<file path="src/rtl/cpu19_pkg.sv">
// Shared CPU19 definitions: loader state encoding and default word/address widths,
// common to the program loader and the CPU core.
package cpu19_pkg;
  localparam int CPU_DATA_W = 19;
  localparam int CPU_ADDR_W = 8;

  typedef enum logic [1:0] {IDLE, LOAD, DRAIN, RUN} state_t;
endpackage

</file>
<file path="src/rtl/cpu_prog_loader.sv">
// Program loader: holds the CPU in reset, streams a word block into memory with one registered
// write per handshake (1-cycle latency), then releases the CPU; in_ready is high only while loading.
module cpu_prog_loader
  import cpu19_pkg::*;
#(
  parameter int DATA_W = CPU_DATA_W,
  parameter int ADDR_W = CPU_ADDR_W
) (
  input  logic              clk1,
  input  logic              reset,
  input  logic              start,
  input  logic [ADDR_W-1:0] start_addr,
  input  logic [ADDR_W:0]   load_len,
  input  logic              abort,
  input  logic              in_valid,
  input  logic [DATA_W-1:0] in_data,
  output logic              in_ready,
  output logic              mem_we,
  output logic [ADDR_W-1:0] mem_addr,
  output logic [DATA_W-1:0] mem_wdata,
  output logic              cpu_reset,
  output logic              busy,
  output logic              done,
  output logic              err,
  output logic [DATA_W-1:0] checksum
);
  localparam logic [ADDR_W+1:0] DEPTH = (ADDR_W+2)'(1) << ADDR_W;

  state_t            state;
  logic [ADDR_W-1:0] addr;
  logic [ADDR_W:0]   remaining;
  logic [ADDR_W+1:0] load_end;
  logic              range_bad;

  // Two guard bits so start_addr + load_len cannot overflow before the compare.
  always_comb begin
    load_end  = {2'b00, start_addr} + {1'b0, load_len};
    range_bad = (load_len == '0) || (load_end > DEPTH);
  end

  always_ff @(posedge clk1 or posedge reset) begin
    if (reset) begin
      state     <= IDLE;
      addr      <= '0;
      remaining <= '0;
      in_ready  <= 1'b0;
      mem_we    <= 1'b0;
      mem_addr  <= '0;
      mem_wdata <= '0;
      cpu_reset <= 1'b1;
      busy      <= 1'b0;
      done      <= 1'b0;
      err       <= 1'b0;
      checksum  <= '0;
    end else begin
      mem_we <= 1'b0;
      case (state)
        IDLE, RUN: begin
          if (start) begin
            cpu_reset <= 1'b1;
            done      <= 1'b0;
            if (range_bad) begin
              err   <= 1'b1;
              state <= IDLE;
            end else begin
              err       <= 1'b0;
              checksum  <= '0;
              addr      <= start_addr;
              remaining <= load_len;
              in_ready  <= 1'b1;
              busy      <= 1'b1;
              state     <= LOAD;
            end
          end
        end
        LOAD: begin
          // Abort wins over a same-cycle handshake, so that word is dropped.
          if (abort) begin
            err      <= 1'b1;
            in_ready <= 1'b0;
            busy     <= 1'b0;
            state    <= IDLE;
          end else if (in_valid) begin
            mem_we    <= 1'b1;
            mem_addr  <= addr;
            mem_wdata <= in_data;
            checksum  <= checksum + in_data;
            addr      <= addr + ADDR_W'(1);
            remaining <= remaining - (ADDR_W+1)'(1);
            if (remaining == (ADDR_W+1)'(1)) begin
              in_ready <= 1'b0;
              state    <= DRAIN;
            end
          end
        end
        DRAIN: begin
          busy <= 1'b0;
          if (abort) begin
            err   <= 1'b1;
            state <= IDLE;
          end else begin
            done      <= 1'b1;
            cpu_reset <= 1'b0;
            state     <= RUN;
          end
        end
      endcase
    end
  end
endmodule

</file>
<file path="config.mk">
export PLATFORM = sky130hd
export DESIGN_NAME = cpu_prog_loader
export DESIGN_NICKNAME = d
export VERILOG_FILES = /design/src/rtl/cpu19_pkg.sv /design/src/rtl/cpu_prog_loader.sv
export SDC_FILE = /design/constraint.sdc
export NUM_CORES = 1
export LEC_CHECK = 0
export ABC_AREA = 1
export CELL_PAD_IN_SITES_DETAIL_PLACEMENT = 1
export CELL_PAD_IN_SITES_GLOBAL_PLACEMENT = 2
export CORE_MARGIN = 2
export CORE_UTILIZATION = 38
export DETAILED_ROUTE_END_ITERATION = 10
export DONT_BUFFER_PORTS = 1
export GPL_TIMING_DRIVEN = 0
export PLACE_DENSITY = 0.94
export SKIP_CTS_REPAIR_TIMING = 1
export SYNTH_ARGS = -nofsm -noshare
export SYNTH_HDL_FRONTEND = slang
export SYNTH_SLANG_ARGS = --single-unit
</file>
<file path="constraint.sdc">
create_clock -name clk1 -period 4.8 [get_ports clk1]
set_clock_uncertainty 0.05 [all_clocks]
set_input_delay 1.44 -clock clk1 [delete_from_list [all_inputs] [get_ports clk1]]
set_output_delay 1.44 -clock clk1 [all_outputs]
set_load 0.01 [all_outputs]
</file>
After elaboration in Yosys (flattened, before gate mapping). Cells that the tools add are included.

Output and inout port bits: 52. Bits in registers: 71.

Magnitude comparators: 1. Muxes and demuxes: 43. Reductions and logical operators: 14. Eq/ne operators: 13. Bitwise logic cells: 1. Add/sub/neg operators: 4.

Operators with widths (count): $mux 19 (4); $pmux 19 s2 (1); $mux 9 (4); $mux 8 (4); $add 19x19->19 (1); $pmux 9 s2 (1); $mux 1 (17); $pmux 8 s2 (1); $ne 2x2->1 const B (6); $reduce_and 3->1 (4); $add 8x9->10 (1); $gt 10x9->1 const B (1); $mux 2 (5); $reduce_and 5->1 (2); $eq 9x1->1 const B (1); $logic_not 9->1 (1); $sub 9x1->9 const B (1); $add 8x1->8 const B (1); $pmux 1 s2 (4); $ne 3x3->1 const B (2); $pmux 2 s3 (1); $eq 2x2->1 const B (2); $reduce_bool 2->1 (2); $reduce_or 2->1 (2); 7 further kinds (7).

Depth between registers and ports, before layout. Gate-level depths: netlist of run 1.

Word-level depth: 6. Depth in mapped cells: 17. Gate-level depth less buffers: 16.

Worst setup path before layout of run 1. No wires, ideal clock.

Path type: input port to flip-flop. Start point: in start_addr[0]. End point: reg checksum[18]. Library setup time: 0.117 ns. Buffers on the path: 1. Arrival: 3.189 ns. Setup slack: 1.444 ns. Required time: 4.633 ns. Stages: 15. Cell sequence: ha_1 -> inv_1 -> fa_1 -> inv_1 -> nor3_1 -> o21ai_0 -> nor2_1 -> nand3_2 -> nand2_2 -> nand3_2 -> nand2_4 -> nand2_4 -> buf_6 -> nand2_1 -> nand2_1.

Word-level cells in the longest chain between the ends: 5.

Ends and longest elaborated chain: from (decl) (line cpu_prog_loader.sv:12) `input logic [ADDR_W-1:0] start_addr,`; $add 8x9->10 (line cpu_prog_loader.sv:37) `load_end = {2'b00, start_addr} + {1'b0, load_len};`; $gt 10x9->1 (line cpu_prog_loader.sv:38) `range_bad = (load_len == '0) || (load_end > DEPTH);`; $logic_or 1x1->1 (line cpu_prog_loader.sv:38); $ne 2x2->1 (no line); $reduce_and 5->1 (no line); to (signal assigned) (line cpu_prog_loader.sv:87) `checksum <= checksum + in_data;`; to (decl) (line cpu_prog_loader.sv:25) `output logic [DATA_W-1:0] checksum`.

No other way between the ends. A chain may end at the register's enable or synchronous reset.

Worst setup path after layout of run 1.
Start point: in start_addr[0]. End point: reg remaining[3].

Word-level cells in the longest chain between the ends: 5.

Ends and longest elaborated chain: $add 8x9->10 (line cpu_prog_loader.sv:37); $gt 10x9->1 (line cpu_prog_loader.sv:38); $logic_or 1x1->1 (line cpu_prog_loader.sv:38); $ne 2x2->1 (no line); $reduce_and 5->1 (no line); to (signal assigned) (line cpu_prog_loader.sv:69) `remaining <= load_len;`; to (signal assigned) (line cpu_prog_loader.sv:89) `remaining <= remaining - (ADDR_W+1)'(1);`; to (decl) (line cpu_prog_loader.sv:31) `logic [ADDR_W:0] remaining;`.

No other way between the ends.

==> results.cfg, run 1 <==
[finish]
num_antenna_cells = 0
design_area_um2 = 5500
drive_gt1_frac = 0.0641
fin_nets = 802
stdcell_count = 905
syn2layout_area_growth_pct = 10.6

[synth]
seq_area_frac_synth = 0.358
synth_top_cell_by_area = dfrtp_1
syn_area_um2 = 4970
synth_top_area_share = 0.352
syn_inst = 716
async_flop_share = 1.00
muxShareOfSynthArea = 0
synth-xor-area-share = 0.0176
synth-seq-cells = 71
synth_top_family_by_area = simple AND/OR/NAND/NOR gates
synthFlopType = dfrtp_1
netlist_top_cells_count = nand2_1, dfrtp_1, nor2_1
yosys_warnings = 0
synth_most_common_cell = nand2_1
avgSynthCellArea_um2 = 6.94
synth_compound_area_frac = 0.0952
synth_edf_count = 0
synth_cell_types = 35
yosys.area_share.simple = 0.367
ys_top_cells_by_area = dfrtp_1, nand2_1, ha_1
synth.net_count = 790
synth_adder_area_share = 0.0861

[sta]
setup_violations = 0
slew-limit-headroom = 0.493
worst_pin_slew_ps = 761
post-route-min-period_ps = 3380
slew_viol_final = 0
max_freq_mhz = 296
fin_setup_tns_ps = 0
final.period_utilization = 0.704
setup_ws_ps = 1420
rsz0062_at_grt = false
hold_violations = 0

[setup_path]
critPathMaxStageDelay_ps = 480
startpoint_type = input pin
crit_slowest_cell = fa_1
crit_fanout = 10
critical_path_class = in2reg
cp_num_buf_inv = 3
rrSetupSlack_ps = 2090
reg2regPathDepth = 12
worst_setup_path_end_kind = register
startpoint = start_addr[0]
critical_path_cell_count = 15
path_delay_family = simple AND/OR/NAND/NOR gates
worstPathRequired_ps = 4990
crit_end = remaining[3]$_DFFE_PP0P_
r2r-start = checksum[0]$_DFFE_PP0P_
worstPathCellList = ha_1 -> inv_1 -> fa_1 -> inv_1 -> nor3_1 -> o21ai_0 -> nor2_1 -> nand3_2 -> nand2_2 -> nand3_2 -> nand2_4 -> nand2_4 -> buf_6 -> nand2_1 -> nand2_1
arrival_ps = 3570
rr_endpoint = checksum[16]$_DFFE_PP0P_

[power_and_ir_drop]
power_density_nw_per_um2 = 683
switchingPower_w = 0.00187
p_seq_frac = 0.313
ir_worst_vdd_mv = 0.318
p_sw_frac = 0.497
pwr-share-clk = 0.173
p_comb_frac = 0.514
p_int_w = 0.00189
p_leak_nw = 2.94

[placement]
place_area_um2 = 5220
hpwl_mm = 12.5
io_buffers = 0
dp_slack_ps = 1040
globalplace.congestion = 0.885
dpl.cell_count = 889

[grt]
first_global_vias = 5025
antenna_found_initial = 0
grt_first_pass_wirelength_mm = 25.9
grt-ovfl-total = 0
grt_max_degree = 53
track_usage = 0.236

[floorplan]
initial_core_util = 0.392
die_y_um = 118
coreArea_um2 = 12700
fp.dieW_um = 118
dieArea_um2 = 14000
io_pins = 93
num_rows = 41

[clock_tree]
clk_latency_ps = 350
h-tree-depth = 3
cts.reportedPaths.clkPinSlew_ps = 60
numClockSinks = 71
cts_tree = built
cts-buffers-inserted = 9
cts_root_buffer = clkbuf_16
cts.path.max_buffers = 2

[routing]
wl_per_cell_um = 17.6
vias = 4762
drtIter0Drc = 217
finalWirelength_mm = 15.9
firstDrtPassIters = 4
ant_nets = 0
viasPerCell = 5.26
drc = 0

[run_status]
outcome = completed

[worst_hold_path]
hp-class = reg2reg

[run]
cap_viol_max_count = 0
[worst min path at each step]
stage | start | to | cells past startpoint
final | remaining[1]$_DFFE_PP0P_ | remaining[1]$_DFFE_PP0P_ | 2
after detailed placement | remaining[1]$_DFFE_PP0P_ | remaining[1]$_DFFE_PP0P_ | 2
after global routing | addr[6]$_DFFE_PP0P_ | addr[6]$_DFFE_PP0P_ | 2
after floorplan | addr[6]$_DFFE_PP0P_ | addr[6]$_DFFE_PP0P_ | 2
after CTS | remaining[1]$_DFFE_PP0P_ | remaining[1]$_DFFE_PP0P_ | 2
after global placement | addr[6]$_DFFE_PP0P_ | addr[6]$_DFFE_PP0P_ | 2
[routing by layer]
layer | vias up | global-route usage | wire, um
li1 | 2334 | - | -
met1 | 2293 | 0.283 | 6860
met2 | 108 | 0.406 | 7890
met3 | 27 | 0.0598 | 824
met4 | 0 | 0.0904 | 365
met5 | - | 0 | 0
[worst min-delay path, cell delays in order, from the launching register on]
cell and delay, ps:
dfrtp_1 350, nand2_1 60, nand2_1 60
[flip-flops by register name, summed over array words and instances, names as in the netlist]
signal / count
addr: 8
busy: 1
checksum: 19
cpu_reset: 1
done: 1
err: 1
in_ready: 1
mem_addr: 8
mem_wdata: 19
mem_we: 1
remaining: 9
state: 2
[final cells by class]
class	count	area, um2
plain buffers	21	153
clock buffers	10	239
clock inverters	6	45.0
fillers	1656	7170
inverters	60	228
multi-input cells	564	2810
flip-flops and latches	71	1780
well taps	172	215
repair buffers	1	27.5
[power by group through the flow]
stage | combinational (W) | sequential (W) | clock (W)
2_1_floorplan | 0.00144 | 0.00111 | 0
3_3_place_gp | 0.00184 | 0.00117 | 0
3_5_place_dp | 0.00192 | 0.00119 | 0
4_1_cts | 0.00194 | 0.00118 | 0.000661
5_1_grt | 0.00218 | 0.00121 | 0.000687
6_report | 0.00193 | 0.00118 | 0.000648
[layout by cell type (no fill, tap or decap), types with 4 or more instances in the layout]
master     Yosys  layout
nand2_1      280     280
xnor2_1        4       4
ha_1          31      31
clkbuf_16      0       9
a21oi_1       34      34
o21ai_0       34      34
dfrtp_1       70      70
nand3_1       61      61
clkbuf_1      11      11
nand3_2        9       9
nand4_1        9       9
nor3_1         6       6
inv_1         58      57
xor2_1         6       6
nor2_1        62      62
a21o_1         5       5
o21a_1         5       5
[per-stage QoR]
stage | power [W] | hold WS [ps] | util
2_1_floorplan | 0.00255 | 392 | -
3_3_place_gp | 0.00301 | 407 | 0.409
3_5_place_dp | 0.00311 | 442 | 0.412
4_1_cts | 0.00378 | 455 | 0.434
5_1_grt | 0.00408 | 500 | 0.434
6_report | 0.00375 | 455 | 0.434
[cells by family after synthesis]
family                   Yosys count
AND/OR/NAND/NOR                  435
XOR/XNOR                          10
adder cells (fa/ha/maj)           33
flip-flops                        71
buffers and inverters             81
AO/OA/AOI/OAI                     86
Power figures use the tool's default switching activity.
==> inputs of run 2 (changes only) <==
--- a/config.mk
+++ b/config.mk
@@ -9,11 +9,11 @@
 export CELL_PAD_IN_SITES_DETAIL_PLACEMENT = 1
 export CELL_PAD_IN_SITES_GLOBAL_PLACEMENT = 2
 export CORE_MARGIN = 2
-export CORE_UTILIZATION = 38
+export CORE_UTILIZATION = 35
 export DETAILED_ROUTE_END_ITERATION = 10
 export DONT_BUFFER_PORTS = 1
 export GPL_TIMING_DRIVEN = 0
-export PLACE_DENSITY = 0.94
+export PLACE_DENSITY = 0.88
 export SKIP_CTS_REPAIR_TIMING = 1
 export SYNTH_ARGS = -nofsm -noshare
 export SYNTH_HDL_FRONTEND = slang
==> constraint.sdc (replaced) <==
create_clock -name clk1 -period 3.5 [get_ports clk1]
set_clock_uncertainty 0.05 [all_clocks]
set_input_delay 1.05 -clock clk1 [delete_from_list [all_inputs] [get_ports clk1]]
set_output_delay 1.05 -clock clk1 [all_outputs]
set_load 0.01 [all_outputs]
==> results.cfg, run 2 (synthesis gave the netlist of run 1 again) <==
[sta]
slew-limit-headroom = 0.488
worst_pin_slew_ps = 769
setup_violations = 0
rsz0062_at_grt = false
holdWs_ps = 427
max_freq_mhz = 327
final.period_utilization = 0.874
slew_viol_final = 0
fin_setup_tns_ps = 0
post-route-min-period_ps = 3060
hold_violations = 0

[setup_path]
startpoint_type = input pin
worstPathCellList = ha_1 -> inv_1 -> fa_1 -> inv_1 -> nor3_1 -> o21ai_0 -> nor2_1 -> nand3_2 -> nand2_2 -> nand3_2 -> nand2_4 -> nand2_4 -> buf_6 -> nand2_1 -> nand2_1
worstPathRequired_ps = 3680
critical_path_cell_count = 15
path_delay_family = simple AND/OR/NAND/NOR gates
crit_end = addr[2]$_DFFE_PP0P_
rrSetupSlack_ps = 750
crit_slowest_cell = fa_1
startpoint = start_addr[0]
critPathMaxStageDelay_ps = 490
r2r-start = checksum[0]$_DFFE_PP0P_
cp_num_buf_inv = 3
arrival_ps = 3240
worst_setup_path_end_kind = register
reg2regPathDepth = 12
rr_endpoint = checksum[10]$_DFFE_PP0P_
crit_fanout = 10
critical_path_class = in2reg

[floorplan]
num_rows = 43
io_pins = 93
fp.dieW_um = 123
dieArea_um2 = 15200
coreArea_um2 = 13900
die_y_um = 123
initial_core_util = 0.358

[clock_tree]
cts.reportedPaths.clkPinSlew_ps = 50
cts_tree = built
h-tree-depth = 3
cts.path.max_buffers = 2
cts_root_buffer = clkbuf_16
numClockSinks = 71
clk_latency_ps = 350
cts-buffers-inserted = 9

[power_and_ir_drop]
p_leak_nw = 2.94
ir_worst_vdd_mv = 0.371
power_density_nw_per_um2 = 941

[routing]
ant_nets = 0
viasPerCell = 5.25
drc = 0
wl_per_cell_um = 17.8
firstDrtPassIters = 4
drtIter0Drc = 262
finalWirelength_mm = 16.2
vias = 4780

[worst_hold_path]
hp-class = reg2reg

[placement]
dpl.cell_count = 897
hpwl_mm = 12.6
io_buffers = 0
globalplace.congestion = 0.872

[finish]
most-common-layout-cells = nand2_1, dfrtp_1, nor2_1
syn2layout_area_growth_pct = 10.8
fin_nets = 802
reg.largest.list = checksum (19), mem_wdata (19), remaining (9)
layout_commonest_cell = nand2_1
stdcell_count = 911
drive_gt1_frac = 0.0575
num_antenna_cells = 0

[run]
cap_viol_max_count = 0

[grt]
grt_first_pass_wirelength_mm = 26.0
first_global_vias = 5040
antenna_found_initial = 0
grt_max_degree = 58
track_usage = 0.223
grt-ovfl-total = 0

[run_status]
outcome = completed
==> run 2: cell types whose count changed in the layout (fill, tap and decap cells not counted) <==
cell / previous run / this run
bufinv_16: 0 / 1
clkbuf_1: 11 / 14
clkinv_2: 1 / 0
clkinv_4: 1 / 0
clkinvlp_4: 3 / 0
inv_6: 1 / 0
==> run 2: layer usage <==
layer	wire, um	GRT usage	vias to the layer above
li1	-	-	2335
met1	7070	0.267	2325
met2	8040	0.388	97
met3	789	0.0572	23
met4	348	0.0739	0
met5	0	0	-
==> run 2: worst min path at each step <==
stage | from | to | slack (ps) | cells past startpoint
floorplan | addr[6]$_DFFE_PP0P_ | addr[6]$_DFFE_PP0P_ | 390 | 2
global placement | remaining[1]$_DFFE_PP0P_ | remaining[1]$_DFFE_PP0P_ | 410 | 2
detailed placement | addr[6]$_DFFE_PP0P_ | addr[6]$_DFFE_PP0P_ | 410 | 2
CTS | addr[6]$_DFFE_PP0P_ | addr[6]$_DFFE_PP0P_ | 430 | 2
global route | reset | mem_addr[2]$_DFFE_PP0P_ | 460 | 1
finish | addr[6]$_DFFE_PP0P_ | addr[6]$_DFFE_PP0P_ | 430 | 2
==> run 2: cell type report <==
cell class | count | area [um2]
flip-flops and latches | 71 | 1780
well taps | 180 | 225
clock inverters | 1 | 30.0
plain buffers | 21 | 153
inverters | 60 | 228
fillers | 1800 | 8380
clock buffers | 13 | 250
multi-input cells | 564 | 2810
repair buffers | 1 | 27.5
==> run 2: where the power goes <==
group | switching [W] | internal, W
registers | 0.000433 | 0.00119
clock network | 0.000358 | 0.000565
logic | 0.00173 | 0.000904
total | 0.00252 | 0.00266
==> run 2: stage by stage <==
stage | worst slack (ps) | area, um2 | power (W) | utilization
after floorplan | 534 | 4970 | 0.00350 | -
after global placement | -311 | 5190 | 0.00414 | 0.374
after detailed placement | 60.3 | 5230 | 0.00427 | 0.376
after CTS | 446 | 5510 | 0.00523 | 0.397
after global routing | 298 | 5510 | 0.00565 | 0.397
final | 441 | 5510 | 0.00518 | 0.397
==> run 2: worst register-to-register path, stage by stage (launching register included) <==
cell and delay (ps):
dfrtp_1 440, ha_1 220, inv_1 90, fa_1 440
o21ai_0 540, nand3_1 150, nand2_1 180, nand2_1 80
nand2_1 90, a21oi_1 80, o21a_1 140, nand3_1 80
nand2_1 60
